## src/rtl/sym_dn_lut_loader.sv

```systemverilog
// Write-side loader for the two-bank symmetric decision-node rank LUT.
// Optional parity check on update words: define SYM_DN_LOADER_PARITY_EN.
module sym_dn_lut_loader #(
    parameter int ENTRY_ADDR      = 5,
    parameter int MULTI_FRAME_NUM = 2
) (
    input  logic                                             write_clk,
    input  logic                                             rst,
    input  logic                                             load_start,
    input  logic                                             load_offset,
    input  logic                                             load_abort,
    input  logic                                             upd_valid,
    input  logic [1:0]                                       upd_data,
`ifdef SYM_DN_LOADER_PARITY_EN
    input  logic                                             upd_parity,
    output logic                                             parity_err,
`endif
    output logic                                             upd_ready,
    output logic                                             lut_in_bank0,
    output logic                                             lut_in_bank1,
    output logic [ENTRY_ADDR-$clog2(MULTI_FRAME_NUM)-1:0]    page_write_addr,
    output logic                                             write_addr_offset,
    output logic                                             we,
    output logic                                             active_offset,
    output logic                                             busy,
    output logic                                             load_done,
    output logic                                             load_err
);

    localparam int PAGE_ADDR_W = ENTRY_ADDR - $clog2(MULTI_FRAME_NUM);
    localparam int PAGE_DEPTH  = 2 ** PAGE_ADDR_W;
    localparam logic [PAGE_ADDR_W-1:0] LAST_ADDR = PAGE_ADDR_W'(PAGE_DEPTH - 1);

    typedef enum logic [1:0] {
        IDLE   = 2'd0,
        LOAD   = 2'd1,
        COMMIT = 2'd2
    } state_t;

    state_t                 state_q, state_d;
    logic [PAGE_ADDR_W-1:0] cnt_q, cnt_d;
    logic [PAGE_ADDR_W-1:0] addr_q, addr_d;
    logic                   tgt_q, tgt_d;
    logic                   active_q, active_d;
    logic                   we_q, we_d;
    logic                   b0_q, b0_d;
    logic                   b1_q, b1_d;
    logic                   woff_q, woff_d;
    logic                   done_q, done_d;
    logic                   err_q, err_d;
    logic                   par_err_q, par_err_d;
    logic                   par_bad;
    logic                   hs;

    assign upd_ready         = (state_q == LOAD);
    assign busy              = (state_q != IDLE);
    assign hs                = upd_valid & upd_ready;
    assign we                = we_q;
    assign lut_in_bank0      = b0_q;
    assign lut_in_bank1      = b1_q;
    assign page_write_addr   = addr_q;
    assign write_addr_offset = woff_q;
    assign active_offset     = active_q;
    assign load_done         = done_q;
    assign load_err          = err_q;

`ifdef SYM_DN_LOADER_PARITY_EN
    assign par_bad    = hs & (upd_parity != ^upd_data);
    assign parity_err = par_err_q;
`else
    assign par_bad    = 1'b0;
`endif

    // Next-state, write-port and status pulse computation.
    always_comb begin
        state_d   = state_q;
        cnt_d     = cnt_q;
        tgt_d     = tgt_q;
        active_d  = active_q;
        addr_d    = addr_q;
        b0_d      = b0_q;
        b1_d      = b1_q;
        woff_d    = woff_q;
        we_d      = 1'b0;
        done_d    = 1'b0;
        err_d     = 1'b0;
        par_err_d = par_err_q | par_bad;
        unique case (state_q)
            IDLE: begin
                if (load_start) begin
                    if (load_offset != active_q) begin
                        tgt_d     = load_offset;
                        cnt_d     = '0;
                        par_err_d = 1'b0;
                        state_d   = LOAD;
                    end else begin
                        err_d = 1'b1;
                    end
                end
            end
            LOAD: begin
                if (load_abort || par_bad) begin
                    state_d = IDLE;
                end else if (hs) begin
                    we_d   = 1'b1;
                    b0_d   = upd_data[0];
                    b1_d   = upd_data[1];
                    addr_d = cnt_q;
                    woff_d = tgt_q;
                    cnt_d  = cnt_q + 1'b1;
                    if (cnt_q == LAST_ADDR) begin
                        state_d = COMMIT;
                    end
                end
            end
            COMMIT: begin
                active_d = tgt_q;
                done_d   = 1'b1;
                state_d  = IDLE;
            end
            default: begin
                state_d = IDLE;
            end
        endcase
    end

    // State and output registers with synchronous reset.
    always_ff @(posedge write_clk) begin
        if (rst) begin
            state_q   <= IDLE;
            cnt_q     <= '0;
            tgt_q     <= 1'b0;
            active_q  <= 1'b0;
            addr_q    <= '0;
            b0_q      <= 1'b0;
            b1_q      <= 1'b0;
            woff_q    <= 1'b0;
            we_q      <= 1'b0;
            done_q    <= 1'b0;
            err_q     <= 1'b0;
            par_err_q <= 1'b0;
        end else begin
            state_q   <= state_d;
            cnt_q     <= cnt_d;
            tgt_q     <= tgt_d;
            active_q  <= active_d;
            addr_q    <= addr_d;
            b0_q      <= b0_d;
            b1_q      <= b1_d;
            woff_q    <= woff_d;
            we_q      <= we_d;
            done_q    <= done_d;
            err_q     <= err_d;
            par_err_q <= par_err_d;
        end
    end

endmodule

```

## config.mk

```make
export PLATFORM = sky130hd
export DESIGN_NAME = sym_dn_lut_loader
export DESIGN_NICKNAME = d
export VERILOG_FILES = /design/src/rtl/sym_dn_lut_loader.sv
export SDC_FILE = /design/constraint.sdc
export NUM_CORES = 1
export LEC_CHECK = 0
export CAP_MARGIN = 20
export CORE_ASPECT_RATIO = 1.2
export CORE_MARGIN = 3
export CORE_UTILIZATION = 41
export DETAILED_ROUTE_END_ITERATION = 7
export PLACE_DENSITY = 0.72
export RECOVER_POWER = 50
export SLEW_MARGIN = 20
export SYNTH_ARGS = -nofsm -noshare
export SYNTH_HDL_FRONTEND = slang
export SYNTH_SLANG_ARGS = --single-unit
```

## constraint.sdc

```tcl
create_clock -name write_clk -period 1.2 [get_ports write_clk]
set_input_delay 0.24 -clock write_clk [delete_from_list [all_inputs] [get_ports write_clk]]
set_output_delay 0.24 -clock write_clk [all_outputs]
set_load 0.02 [all_outputs]
```

==> summary.md, run 1 <==
| Metric | Value |
|---|---|
| Die H | 53.42 um |
| Mapped Cells | 82 |
| Initial Util | 45.15% |
| Sequential area share after synthesis | 46.91% |
| WHS Path Cells | 2 |
| Hold EP | page_write_addr[3] |
| Syn-to-layout area delta | 65.80% |
| Worst relative slew slack | 79.57% |
| CTS Hold Bufs | 0 |
| Failing checks | negative setup slack |
| N_diodes | 0 |
| Hold Slack | 459.1 ps |
| IO Pins | 21 |
| Total Routing Usage GR | 17.48% |
| Mapped Nets | 91 |
| RSZ-0062 raised after global routing | true |
| Power per cell area | 916.7 nW/um2 |
| Placed inst area | 1091 um2 |
| Worst setup SP type | flip-flop |
| Cell row count | 16 |
| Crit Path Max Fanout | 5 |
| Fill count | 131 |
| I/O Buffers | 20 |
| CTS buffer count | 3 |
| CTS tree | yes |
| Least-Margin Pin Slew | 305.5 ps |
| Hold Fails Final Rpt | 0 |
| Hold Path Class | flip-flop to flip-flop |
| Detailed Routing Iterations Pass 1 | 4 |
| CP endpoint kind | flip-flop |
| Post-route clock period utilization | 112.2% |
| Die area | 2431 um2 |
| Max cap viols | 0 |
| Final setup fails | 16 |
| DR vias | 770 |
| Nets | 136 |
| Remaining routing DRC violations | 0 |
| Status | finished with violations |
| Reported leakage power | 0.5121 nW |
| Post-synth EDFFs | 0 |
| Place WS | -363.4 ps |
| Skew-Pair Late Insertion Delay | 290 ps |
| Via density | 5.347 |
| Initial antenna violation count | 0 |
| Global-route wire length before repair | 3056 um |
| Fmax | 742.5 MHz |
| H-tree depth | 1 |
| Warnings, synthesis | 0 |
| Vias in the first global route | 738 |
| Asr flop ratio synth | 0% |
| Setup slack after layout | -146.9 ps |
| Top_reg_cell synth | dfxtp_1 |
| Critical Path AT | 1530 ps |
| Non-Filler Instances | 144 |
| Synthesized area | 768.2 um2 |
| Routed wire length | 1919 um |
| Hold path start | page_write_addr[3] |
| Design area | 1274 um2 |
| Peak supply drop | 737.4 uV |
| Gr ovfl total | 0 |
| Setup_tns | -1344 ps |
| Syn Area/Cell | 9.369 um2 |
| Final min period | 1347 ps |
| Worst-path clk slew | 110 ps |
| Yosys reg bits | 18 |
| Largest net degree at the start of global routing | 11 |
| Req. time, crit path | 1380 ps |
| Register-to-register setup slack | -150 ps |
| Worst-case reg-to-reg path depth | 5 |
| Core Area | 1702 um2 |
| Post-route ant nets | 0 |
| Post-DP HPWL | 1275 um |
| Most frequent cells in the layout | dfxtp_1, buf_4, nand2_1, buf_6 |
| R2r startpoint | state_q[0] |
| Reg2reg end | tgt_q |
| Clk buf depth | 2 |
| Crit path kind | flip-flop to flip-flop |
| GPL Wtd Cong | 0.7530 |
| Layout cells sized above 1 | 44.44% |
| Clk_skew | 4.687 ps |
| Slew Viols, Final | 0 |
| Root Driver | clkbuf_4 |
| Num Clock Sinks | 18 |
| Netlist cell types | 33 |
| Initial DRC Count | 8 |
| # placed instances | 133 |
| Die Width | 45.52 um |
| Routed len/inst | 13.33 um |
==> where the power goes <==
| group | internal, mW | switching (mW) | total [mW] |
|---|---|---|---|
| registers | 0.607 | 0.0102 | 0.617 |
| logic | 0.0992 | 0.0779 | 0.177 |
| clock network | 0.185 | 0.189 | 0.373 |
| total | 0.891 | 0.277 | 1.17 |
==> critical path, cell delays in order, from the launching register on <==
cell	delay [ps]
dfxtp_2	350
buf_6	120
or3b_4	440
buf_6	140
o21ai_2	110
o22ai_1	80
==> layout make-up <==
type	instances	area, um2	area share [%]
Multi-Input combinational cell	59	473.0	37.13
Timing Repair Buffer	44	372.9	29.27
Inverter	1	3.754	0.2947
Sequential cell	18	365.4	28.68
Tap cell	18	22.52	1.768
Clock buffer	4	36.28	2.849
==> through the flow <==
stage,total power [mW],utilization (%)
after CTS,1.140,67.87
after detailed placement,0.7690,64.12
after floorplan,0.6929,-
after global routing,1.209,74.85
after global placement,0.7665,64.12
final,1.168,74.85
==> synth_stat cells (2+ instances only) <==
| cell | count | share of area (%) |
|---|---|---|
| a21oi_1 | 8 | 5.2 |
| a2bb2oi_1 | 2 | 2.3 |
| dfxtp_1 | 18 | 47 |
| nand2_1 | 14 | 6.8 |
| nand2b_1 | 2 | 1.6 |
| nand4bb_1 | 2 | 2.9 |
| nor2_1 | 4 | 2.0 |
| nor2b_1 | 2 | 1.6 |
| nor3b_1 | 4 | 3.9 |
| o21ai_0 | 3 | 2.0 |
==> worst max path at each step <==
| stage | startpoint | end | slack [ps] | depth (start not counted) |
|---|---|---|---|---|
| after CTS | state_q[1] | cnt_q[3] | -110 | 4 |
| after detailed placement | load_start | cnt_q[3] | -360 | 4 |
| after floorplan | state_q[0] | cnt_q[3] | 30 | 3 |
| after global placement | load_start | cnt_q[3] | -350 | 4 |
| final | state_q[0] | tgt_q | -150 | 5 |
| after global routing | state_q[1] | cnt_q[3] | -210 | 5 |
==> what timing repair did <==
item	4_1_cts	5_1_grt
pin swaps	5	14
resized for setup	37	39
buffers inserted	1	6
endpoints found under the setup margin	20	28
==> cells by family after synthesis <==
family                   after synthesis  synth area share, %
buffers and inverters                  5                4.070
multiplexers                           1                1.303
AND/OR/NAND/NOR                       37                28.66
adder cells (fa/ha/maj)                1                1.628
AO/OA/AOI/OAI                         19                16.29
XOR/XNOR                               1                1.140
flip-flops                            18                46.91
==> routing by layer <==
| layer | track usage [%] | vias to the layer above | share of wire, % |
|---|---|---|---|
| met4 | 7.317 | 0 | 1.6 |
| met2 | 32.79 | 17 | 53 |
| met5 | 0 | - | 0 |
| met3 | 4.422 | 4 | 4.7 |
| met1 | 17.38 | 364 | 40 |
| li1 | - | 385 | - |
==> flip-flops by register name (all words and copies together), names as in the netlist <==
signal and cells:
tgt_q 1, page_write_addr 4, active_offset 1, write_addr_offset 1, we 1, lut_in_bank1 1, lut_in_bank0 1, cnt_q 4
load_err 1, load_done 1, state_q 2
Power figures use the tool's default switching activity.
==> run 2, diff against run 1 <==
- CAP_MARGIN: 20 -> default
- CORE_MARGIN: 3 -> default
==> run 2 against run 1 <==
Net effect:
- the run still ends with negative setup slack left
- hold slack improved by 1.0 ps
- global-route usage grew 1.3 points
- fmax is 1.5% higher
- register-to-register slack better by 20 ps
- first-iteration DRC count unchanged
- wire length decreased by 2.6%
- sequential cell count stayed put
- die area down 16%
- critical endpoint is now cnt_q[3]
==> summary.md, run 2 (synthesis gave the netlist of run 1 again) <==
| Metric | Value |
|---|---|
| Peak supply drop | 627.1 uV |
| IO Pins | 21 |
| Non-Filler Instances | 137 |
| Setup slack after layout | -126.9 ps |
| Place WS | -365.0 ps |
| Worst-path clk slew | 100 ps |
| Hold EP | lut_in_bank0 |
| Least-Margin Pin Slew | 319.4 ps |
| Initial DRC Count | 8 |
| Slew Viols, Final | 0 |
| Largest net degree at the start of global routing | 11 |
| Clock power frac | 32.1% |
| Failing checks | negative setup slack |
| Clk buf depth | 2 |
| Global-route wire length before repair | 3015 um |
| Skew-Pair Late Insertion Delay | 290 ps |
| Part of the power in combinational logic | 13.8% |
| Syn-to-layout area delta | 57.82% |
| Via density | 5.248 |
| Layout cells sized above 1 | 42.86% |
| WHS Path Cells | 2 |
| Hold path start | lut_in_bank0 |
| Initial antenna violation count | 0 |
| Most common cell after layout, fill and taps aside | dfxtp_1 |
| RSZ-0062 raised after global routing | true |
| Nets | 129 |
| Critical Path AT | 1500 ps |
| Die Width | 41.52 um |
| Max cap viols | 0 |
| Routed wire length | 1870 um |
| Crit path kind | flip-flop to flip-flop |
| Total Routing Usage GR | 18.78% |
| Hold Slack | 460.1 ps |
| Cell row count | 16 |
| Power share of the sequential group | 54.1% |
| Status | finished with violations |
| Most frequent cells in the layout | dfxtp_1, buf_4, nand2_1 |
| Die H | 49.42 um |
| Core Area | 1702 um2 |
| Initial Util | 45.15% |
| Worst setup SP type | flip-flop |
| Crit Path Max Fanout | 5 |
| Post-DP HPWL | 1225 um |
| Fmax | 753.6 MHz |
| Register-to-register setup slack | -130 ps |
| Design internal power | 878.8 uW |
| Gr ovfl total | 0 |
| Num Clock Sinks | 18 |
| DR vias | 719 |
| Root Driver | clkbuf_4 |
| Reg2reg end | cnt_q[3] |
| Detailed Routing Iterations Pass 1 | 4 |
| CTS buffer count | 3 |
| Worst-case reg-to-reg path depth | 4 |
| Hold Fails Final Rpt | 0 |
| H-tree depth | 1 |
| Die area | 2052 um2 |
| Fill count | 138 |
| Reported leakage power | 0.4676 nW |
| CP endpoint kind | flip-flop |
| Final setup fails | 13 |
| R2r startpoint | state_q[0] |
| Final min period | 1327 ps |
| Vias in the first global route | 702 |
| Post-route clock period utilization | 110.6% |
| Post-route ant nets | 0 |
| Hold Path Class | flip-flop to flip-flop |
| Design area | 1212 um2 |
| Placed inst area | 1089 um2 |
| Routed len/inst | 13.65 um |
| Power per cell area | 944.5 nW/um2 |
| I/O Buffers | 20 |
| # placed instances | 131 |
| GPL Wtd Cong | 0.8268 |
| Req. time, crit path | 1370 ps |
| Remaining routing DRC violations | 0 |
| N_diodes | 0 |
| Sw Pwr | 266.4 uW |
| Worst relative slew slack | 78.67% |
| Clk_skew | 0.7111 ps |
| Pwr Total | 1.145 mW |
| CTS tree | yes |
| Sw frac | 23.26% |
run 2: cell types whose count changed in the layout (fill, tap and decap cells not counted), moves of 2 or more:
| cell | change |
|---|---|
| nor3b_1 | -2 |
| buf_4 | -3 |
| a21oi_2 | -4 |
| buf_6 | -4 |
| clkbuf_2 | +3 |
| a21oi_1 | +4 |
| clkbuf_1 | -2 |
run 2: repair_timing:
action / 4_1_cts / 5_1_grt
cloned: 0 / 0
hold buffers: 0 / 0
setup endpoints to repair: 25 / 28
setup buffers: 2 / 0
endpoints found under the hold margin: 0 / 0
pin swaps: 8 / 8
resized for setup: 47 / 25
run 2: final cells by class:
type	count	area, um2	area share [%]
Timing Repair Buffer	37	302.8	24.97
Inverter	1	3.754	0.3096
Tap cell	18	22.52	1.858
Sequential cell	18	362.8	29.93
Multi-Input combinational cell	59	484.2	39.94
Clock buffer	4	36.28	2.993
run 2: critical path, cell delays in order, from the launching register on:
cell	delay, ps
dfxtp_2	350
buf_6	120
or3b_4	450
o21ai_4	190
a311oi_2	110
run 2: routing by layer:
metal | vias to the layer above | track usage [%] | wire, um
li1 | 364 | - | -
met1 | 333 | 20.00 | 717
met2 | 20 | 36.72 | 1059
met3 | 2 | 2.222 | 78
met4 | 0 | 6.452 | 15
met5 | - | 0 | 0
run 2: stage by stage:
stage / utilization (%) / TNS (ps)
after detailed placement: 63.97 / -4356
after CTS: 71.10 / -409.4
after floorplan: - / 0
after global routing: 71.25 / -1338
final: 71.25 / -546.7
after global placement: 63.97 / -4075
run 2: power by group through the flow:
stage	clock network [mW]	registers [mW]	logic (mW)
finish	0.368	0.620	0.158
global route	0.411	0.622	0.167
CTS	0.379	0.619	0.146
detailed placement	0	0.631	0.133
global placement	0	0.630	0.132
floorplan	0	0.635	0.0577
run 2: how the worst max path moves through the flow:
| stage | from | depth (start not counted) | end | slack (ps) |
|---|---|---|---|---|
| after floorplan | state_q[0] | 3 | cnt_q[3] | 30 |
| after global placement | load_start | 4 | cnt_q[3] | -350 |
| after detailed placement | load_abort | 4 | cnt_q[3] | -370 |
| after CTS | state_q[1] | 5 | cnt_q[3] | -110 |
| after global routing | state_q[1] | 5 | cnt_q[3] | -170 |
| final | state_q[0] | 4 | cnt_q[3] | -130 |
